--- config.mk ---
export PLATFORM = sky130hd
export DESIGN_NAME = fetch_unit
export DESIGN_NICKNAME = d
export VERILOG_FILES = /design/src/rtl/mips_pkg.sv /design/src/rtl/next_pc_calc.sv /design/src/rtl/fetch_unit.sv
export SDC_FILE = /design/constraint.sdc
export NUM_CORES = 1
export LEC_CHECK = 0
export BUFFER_PORTS_ARGS = -buffer_cell sky130_fd_sc_hd__buf_2
export CORE_MARGIN = 2
export CORE_UTILIZATION = 53
export CTS_CLUSTER_DIAMETER = 80
export CTS_CLUSTER_SIZE = 25
export DETAILED_ROUTE_END_ITERATION = 10
export GPL_ROUTABILITY_DRIVEN = 0
export PLACE_DENSITY_LB_ADDON = 0.1
export SLEW_MARGIN = 20
export SYNTH_ARGS = -nofsm -noshare
export SYNTH_HDL_FRONTEND = slang
export SYNTH_SLANG_ARGS = --single-unit
--- constraint.sdc ---
create_clock -name clk -period 3.4 [get_ports clk]
set_input_delay 0.34 -clock clk [delete_from_list [all_inputs] [get_ports clk]]
set_output_delay 0.34 -clock clk [all_outputs]
set_load 0.05 [all_outputs]
--- src/rtl/mips_pkg.sv ---
// Shared MIPS definitions: opcode constants, fetch FSM states and the default NOP word.
package mips_pkg;

  localparam logic [5:0] OP_RTYPE = 6'b000000;
  localparam logic [5:0] OP_J     = 6'b000010;
  localparam logic [5:0] OP_BEQ   = 6'b000100;
  localparam logic [5:0] OP_BNE   = 6'b000101;
  localparam logic [5:0] OP_ADDI  = 6'b001000;
  localparam logic [5:0] OP_LW    = 6'b100011;
  localparam logic [5:0] OP_SW    = 6'b101011;

  localparam logic [31:0] NOP_WORD_DEFAULT = 32'h0000_0000;

  typedef enum logic [1:0] {
    S_REQ   = 2'd0,
    S_WAIT  = 2'd1,
    S_VALID = 2'd2
  } fetch_state_e;

  function automatic logic [5:0] opcode_of(input logic [31:0] word);
    return word[31:26];
  endfunction

endpackage

--- src/rtl/next_pc_calc.sv ---
// Combinational redirect logic: decides whether control flow leaves the
// sequential path and which target wins (taken branch beats jump).
module next_pc_calc (
  input  logic [3:0]  pc_hi,
  input  logic        branch_eq,
  input  logic        branch_ne,
  input  logic        jump,
  input  logic        alu_zero,
  input  logic [31:0] br_pc4,
  input  logic [15:0] br_imm,
  input  logic [25:0] j_index,
  output logic        redirect,
  output logic [31:0] target
);

  logic        br_taken;
  logic [31:0] br_target;
  logic [31:0] j_target;

  always_comb begin
    br_taken  = (branch_eq & alu_zero) | (branch_ne & ~alu_zero);
    br_target = br_pc4 + {{14{br_imm[15]}}, br_imm, 2'b00};
    j_target  = {pc_hi, j_index, 2'b00};
    redirect  = br_taken | jump;
    target    = br_taken ? br_target : j_target;
  end

endmodule

--- src/rtl/fetch_unit.sv ---
// Instruction fetch stage: one outstanding req/ack fetch at a time, registered
// outputs to ID, PC redirect on taken branch or jump.
module fetch_unit
  import mips_pkg::*;
#(
  parameter logic [31:0] RESET_PC = 32'h0000_0000,
  parameter logic [31:0] NOP_WORD = NOP_WORD_DEFAULT
) (
  input  logic         clk,
  input  logic         rst,
  output logic         imem_req,
  output logic [31:0]  imem_addr,
  input  logic         imem_ack,
  input  logic [31:0]  imem_rdata,
  input  logic         id_stall,
  input  logic         branch_eq,
  input  logic         branch_ne,
  input  logic         jump,
  input  logic         alu_zero,
  input  logic [31:0]  br_pc4,
  input  logic [15:0]  br_imm,
  input  logic [25:0]  j_index,
  output logic [31:0]  instr,
  output logic [5:0]   opcode,
  output logic [31:0]  pc_plus4,
  output logic         instr_valid,
  output fetch_state_e fetch_state
);

  // Handshake: imem_req rises one cycle after entering S_REQ and holds with a
  // stable imem_addr until the single-cycle imem_ack; acks elsewhere are ignored.

  fetch_state_e state, state_n;
  logic [31:0]  pc, pc_n, pc_seq;
  logic [31:0]  addr_n, instr_n, pc4_n;
  logic         req_n, valid_n, discard, discard_n;
  logic         redirect;
  logic [31:0]  target;

  next_pc_calc u_next_pc_calc (
    .pc_hi     (pc[31:28]),
    .branch_eq (branch_eq),
    .branch_ne (branch_ne),
    .jump      (jump),
    .alu_zero  (alu_zero),
    .br_pc4    (br_pc4),
    .br_imm    (br_imm),
    .j_index   (j_index),
    .redirect  (redirect),
    .target    (target)
  );

  assign pc_seq      = pc + 32'd4;
  assign fetch_state = state;

  always_ff @(posedge clk) begin
    if (rst) state <= S_REQ;
    else     state <= state_n;
  end

  always_comb begin
    state_n   = state;
    pc_n      = pc;
    req_n     = imem_req;
    addr_n    = imem_addr;
    instr_n   = instr;
    pc4_n     = pc_plus4;
    valid_n   = instr_valid;
    discard_n = discard;
    case (state)
      S_REQ: begin
        if (redirect) begin
          pc_n    = target;
          instr_n = NOP_WORD;
          valid_n = 1'b0;
        end else begin
          req_n   = 1'b1;
          addr_n  = pc;
          state_n = S_WAIT;
        end
      end
      S_WAIT: begin
        if (imem_ack) begin
          req_n     = 1'b0;
          discard_n = 1'b0;
          state_n   = S_REQ;
          if (redirect) begin
            pc_n    = target;
            instr_n = NOP_WORD;
            valid_n = 1'b0;
          end else if (!discard) begin
            instr_n = imem_rdata;
            pc4_n   = pc_seq;
            pc_n    = pc_seq;
            valid_n = 1'b1;
            state_n = S_VALID;
          end
        end else if (redirect) begin
          // Request already in flight: keep req/addr, drop its data on arrival.
          pc_n      = target;
          instr_n   = NOP_WORD;
          valid_n   = 1'b0;
          discard_n = 1'b1;
        end
      end
      S_VALID: begin
        if (redirect) begin
          pc_n    = target;
          instr_n = NOP_WORD;
          valid_n = 1'b0;
          state_n = S_REQ;
        end else if (!id_stall) begin
          instr_n = NOP_WORD;
          valid_n = 1'b0;
          state_n = S_REQ;
        end
      end
      default: begin
        state_n   = S_REQ;
        req_n     = 1'b0;
        instr_n   = NOP_WORD;
        valid_n   = 1'b0;
        discard_n = 1'b0;
      end
    endcase
  end

  always_ff @(posedge clk) begin
    if (rst) begin
      pc          <= RESET_PC;
      imem_req    <= 1'b0;
      imem_addr   <= RESET_PC;
      instr       <= NOP_WORD;
      opcode      <= 6'd0;
      pc_plus4    <= 32'd0;
      instr_valid <= 1'b0;
      discard     <= 1'b0;
    end else begin
      pc          <= pc_n;
      imem_req    <= req_n;
      imem_addr   <= addr_n;
      instr       <= instr_n;
      opcode      <= opcode_of(instr_n);
      pc_plus4    <= pc4_n;
      instr_valid <= valid_n;
      discard     <= discard_n;
    end
  end

endmodule

; ---- Yosys cells after proc, flatten, opt, wreduce, memory -nomap -nowiden
; Cells that the tools add are included.
[classes]
n_reduce_logical = 10
eq_ne = 7
n_addsub = 2
n_bitwise = 9
muxes = 33
[ops]
columns = op, n
row1 = two-way mux 32 bit, 11
row2 = one-hot mux 32 bit (3 select lines), 1
row3 = one-hot mux 32 bit (2 select lines), 1
row4 = adder 32 x 3 -> 32 bit (second input constant), 1
row5 = adder 32 bit, 1
row6 = two-way mux 2 bit, 6
row7 = two-way mux 1 bit, 10
row8 = AND reduction 2 bit, 4
row9 = != test 3 bit (second input constant), 2
row10 = one-hot mux 1 bit (3 select lines), 2
row11 = one-hot mux 2 bit (3 select lines), 1
row12 = AND reduction 3 bit, 2
row13 = inverter 1 bit, 5
row14 = != test 2 bit (second input constant), 2
row15 = != test 4 bit (second input constant), 1
row16 = AND reduction 4 bit, 1
row17 = AND 1 bit, 2
row18 = == test 2 x 1 -> 1 bit (second input constant), 1
row19 = == test 2 bit (second input constant), 1
row20 = zero test 2 bit, 1
row21 = OR 1 bit, 2
row22 = one-hot mux 1 bit (2 select lines), 1
row23 = nonzero test 2 bit, 1
row24 = OR reduction 2 bit, 1
[totals]
inputBits = 114
wordCells = 70
out_inout_bits = 106
register_bits = 133

; ---- Depth between registers and ports, before layout
[logic_depth]
depth_word = 7
mapped_depth = 11
depth_no_buf = 11

; ---- Modules after synthesis
; From an unflattened synthesis, not the netlist that was laid out.
[unflattened]
cells_unflattened = 975
hier_area_um2 = 7823.8
[modules_own_cells]
columns = mod, area_each_um2, cells_per_inst, instances
row1 = fetch_unit, 5844.4, 680, 1
row2 = next_pc_calc, 1979.4, 295, 1

; ---- Least setup slack after synthesis
; Ideal clock, no wire load.
[synth_path]
kind = input -> register
startpoint = input br_pc4[16]
endpoint = register pc[25]
t_arrival_ps = 2623
setup_time_ps = 103
setup_slack_ps = 674
stages = 10
path_cell_list = ha_1 a21oi_4 o21ai_0 a2111o_1 a221oi_2 o31ai_4 a31oi_2 o21ai_2 xnor2_1 a2111oi_2
[synth_via]
elab_chain_cells = 5
word_cells_on_any_way = 6
classes_between = add/sub (1) / mux (5)
[synth_rtl]
columns = element, line
row1 = from (decl), fetch_unit.sv:20  ; input logic [31:0] br_pc4,
row2 = adder 32 bit *, next_pc_calc.sv:22  ; br_target = br_pc4 + {{14{br_imm[15]}}, br_imm, 2'b00};
row3 = two-way mux 32 bit *, next_pc_calc.sv:25  ; target = br_taken ? br_target : j_target;
row4 = "two-way mux 32 bit, on equally long branches", n/a
row5 = two-way mux 32 bit, fetch_unit.sv:83  ; if (imem_ack) begin
row6 = one-hot mux 32 bit (2 select lines) *, fetch_unit.sv:70  ; case (state)
row7 = to (signal assigned), fetch_unit.sv:139  ; pc <= pc_n;
row8 = to (decl), fetch_unit.sv:34  ; logic [31:0] pc, pc_n, pc_seq;
; Mark *: on every way between the ends. The rest lies on a longest branch, timed or not.
; A chain may end at the register's enable or synchronous reset.

; ---- Final worst setup path
[layout_path]
startpoint = input br_pc4[2]
endpoint = register pc[18]
; The elaborated chain is that of the path after synthesis.

==> key figures <==
Synthesis
  – Top_reg_cell synth: dfxtp_1
  – Mapped cell area: 7470 um^2
  – Most common cell in the synthesized netlist: nand2_1
  – Seq/Total Area, Yosys: 35.7%
  – Synth top cells by count: nand2_1 (145), dfxtp_1 (133), nor2_1 (109)
  – EDFF count, synth: 0
  – Top-area cell type share of the netlist area: 35.7%
  – Distinct cells, synth: 76
  – Synth Register Bits: 133
  – Mapped Cells: 940
  – Synth area leader: dfxtp_1
  – Synthesis warning total: 0
  – Post-synth ARST share: 0%
  – Syn_nets: about 1100
  – Synth top area cells: dfxtp_1 (36%), nand2_1 (7.3%), a21oi_1 (6.6%), nor2_1 (5.5%), ha_1 (5.0%)
  – Synthesized area per cell: 7.94 um^2

Drt
  – Routed WL: between 20000 and 25000 um
  – Drt drc: 0
  – Wirelength per Cell: around 17 um
  – Vias: roughly 7600
  – Vias per cell: a little under 6
  – DRT iter0 DRCs: about 630
  – 1st-pass router iterations: 5
  – Number of antenna-violating nets in the routed design: 0

Timing
  – Final-report setup violation count: 0
  – Least-Margin Pin Slew: between 0.6 and 0.7 ns
  – Slew Limit Headroom: between 50% and 60%
  – Crit share post-route: around 80%
  – Final Hold Violating Endpoints: 0
  – Worst Slack Setup Final: approximately 0.74 ns
  – Final Slew Violations: 0
  – Final TNS setup: 0 ns
  – Unrepaired setup endpoints after global routing: no
  – Clock Skews: 0.00859 ns
  – Min Clock Period, post-route: 2.66 ns
  – FMAX: 376 MHz

Floorplan
  – Die X: between 100 and 150 um
  – Die Footprint: between 15000 and 20000 um^2
  – Rows: 43
  – Die H: 123 um
  – Core area: between 10000 and 15000 um^2
  – Starting Density: between 50% and 60%
  – IO Pins: 220

Global route
  – First-pass GRT wire length: approximately 34000 um
  – Initial antenna violation count: 0
  – Met1 Use GR: 37.1%
  – Vias in the first global route: roughly 6700
  – GRT met2 Usage: a little under half
  – GR peak layer: met2
  – Largest net degree at the start of global routing: between 50 and 60
  – Grt met3 use: between 5 and 6%
  – GR Util All Layers: 28.6%
  – Global route total overflow: 0

Clock network
  – Hold_buf cts: 0
  – Clock latency on the worst-skew pair: roughly 0.42 ns
  – Root buffer cell: clkbuf_16
  – CTS tree: built
  – H-tree depth: 4
  – # clock sinks: 133
  – Clock-pin slew of the registers on the worst-case setup and hold paths: about 0.06 ns
  – Setup Buffers After CTS: 0
  – Num CTS Buffers: 17
  – Post-CTS sizing: 0
  – Longest Clk Path Bufs: 2

Flow run
  – Max-cap violations: 0

Pwr
  – Design Power: roughly 4.4 mW
  – PD cells: around 480 nW/um^2
  – Leakage: roughly 3.9 nW
  – Max VDD drop: around 0.37 mV

Finish
  – Diode count: 0
  – Layout overhead on the synthesized area: 22.8%
  – Core Util, Final: about two thirds
  – Layout cell share with drive strength beyond 1: 26.8%
  – Layout Nets: around 1300

Worst setup path
  – Worst Path Class, Setup: input port to flip-flop
  – Max incr delay on CP: between 0.4 and 0.5 ns
  – Worst Path Arrival: ~3 ns
  – CP max stage cell: fa_1
  – Crit path capture type: flip-flop
  – Critical path buffers and inverters: 1
  – CP cell instances: buf_2 -> ha_1 -> fa_1 -> a21o_1 -> a221oi_2 -> o211ai_1 -> o211ai_2 -> a211oi_1 -> a211oi_1 -> xnor2_1 -> o21ai_0 -> a211oi_1
  – Cell family with most CP delay: compound AO/OA/AOI/OAI gates
  – Worst EP required: roughly 3.7 ns
  – CP dominant cell by count: a211oi_1
  – Critical Path Fanout Max: 5
  – CP Launch Type: input port

Placement
  – Hpwl dp: around 16000 um
  – Pre-CTS WS: ~0.38 ns
  – PortBufs: roughly 220

Outcome
  – Status: completed

Hold path
  – Worst hold path type: input port to flip-flop
sequential cells by signal, indices dropped and copies added (netlist names):
signal / count
pc_plus4: 32
imem_req: 1
pc: 32
imem_addr: 32
instr: 32
instr_valid: 1
discard: 1
fetch_state: 2
per-layer routing:
metal / share of wire (%) / vias up
met5: 0 / -
met4: 2.6 / 0
met3: 6.5 / 55
met2: 49 / 300
met1: 42 / 3491
li1: - / 3717
cell usage in the layout (no fill, tap or decap), types with 4 or more instances in the layout:
| cell | instances |
|---|---|
| a211oi_1 | 31 |
| nor2_1 | 108 |
| and3_1 | 9 |
| xnor2_1 | 37 |
| o21ai_1 | 4 |
| xor2_1 | 18 |
| nand2_1 | 145 |
| buf_2 | 218 |
| a221oi_1 | 7 |
| dfxtp_1 | 133 |
| inv_6 | 4 |
| inv_1 | 10 |
| o21ai_0 | 37 |
| nor3_1 | 14 |
| buf_4 | 18 |
| a21oi_1 | 98 |
| nand4_1 | 9 |
| nor2b_1 | 4 |
| ha_1 | 30 |
| nor4_1 | 7 |
| nand3_1 | 19 |
| clkbuf_16 | 17 |
| o211ai_1 | 10 |
| a21o_1 | 10 |
| and2_1 | 6 |
| a22oi_1 | 38 |
| or3_1 | 7 |
worst min-delay path, stage by stage:
cell     delay [ns]
buf_2          0.07
a22oi_1        0.06
nor2_1         0.07
worst paths after layout:
path / start / end / slack [ns] / cells past startpoint
worst max-delay path: br_pc4[2] / pc[18]$_SDFFE_PP0P_ / 0.74 / 12
worst min-delay path: imem_rdata[2] / instr[2]$_SDFFE_PP0P_ / 0.17 / 3
worst max register to register: pc[3]$_SDFFE_PP0P_ / pc[30]$_SDFFE_PP0P_ / 0.86 / 9
worst min register to register: instr_valid$_SDFFE_PP0P_ / instr_valid$_SDFFE_PP0P_ / 0.45 / 2
power by group:
part	internal, mW	total [mW]	switching, mW
clock network	1.10	1.86	0.760
registers	1.63	1.73	0.0988
logic	0.325	0.831	0.506
total	3.05	4.42	1.37
cell type report:
cell class                      instances  area [um^2]
Tap cell                              180          225
Multi-Input combinational cell        721         4400
Timing Repair Buffer                  237         1250
Clock inverter                         15          171
Clock buffer                           17          425
Fill cell                            1209         4650
Sequential cell                       133         2660
Inverter                               10         37.5
cells by family after synthesis:
logic type,after synthesis,share of synthesized area [%]
flops,133,35.7
buf+inv,86,5.63
fa+ha+maj,31,5.29
simple gates,348,20.6
xor+xnor,55,6.45
mux,5,0.704
compound gates,282,25.7
through the flow:
step                cell area (um^2)  hold slack, ns  cells
CTS                             9170           0.163   1313
global placement                8580           0.440   1281
floorplan                       7470           0.446    940
finish                          9170           0.168   1313
global route                    9170           0.169   1313
detailed placement              8580           0.443   1281
Power figures use the tool's default switching activity.
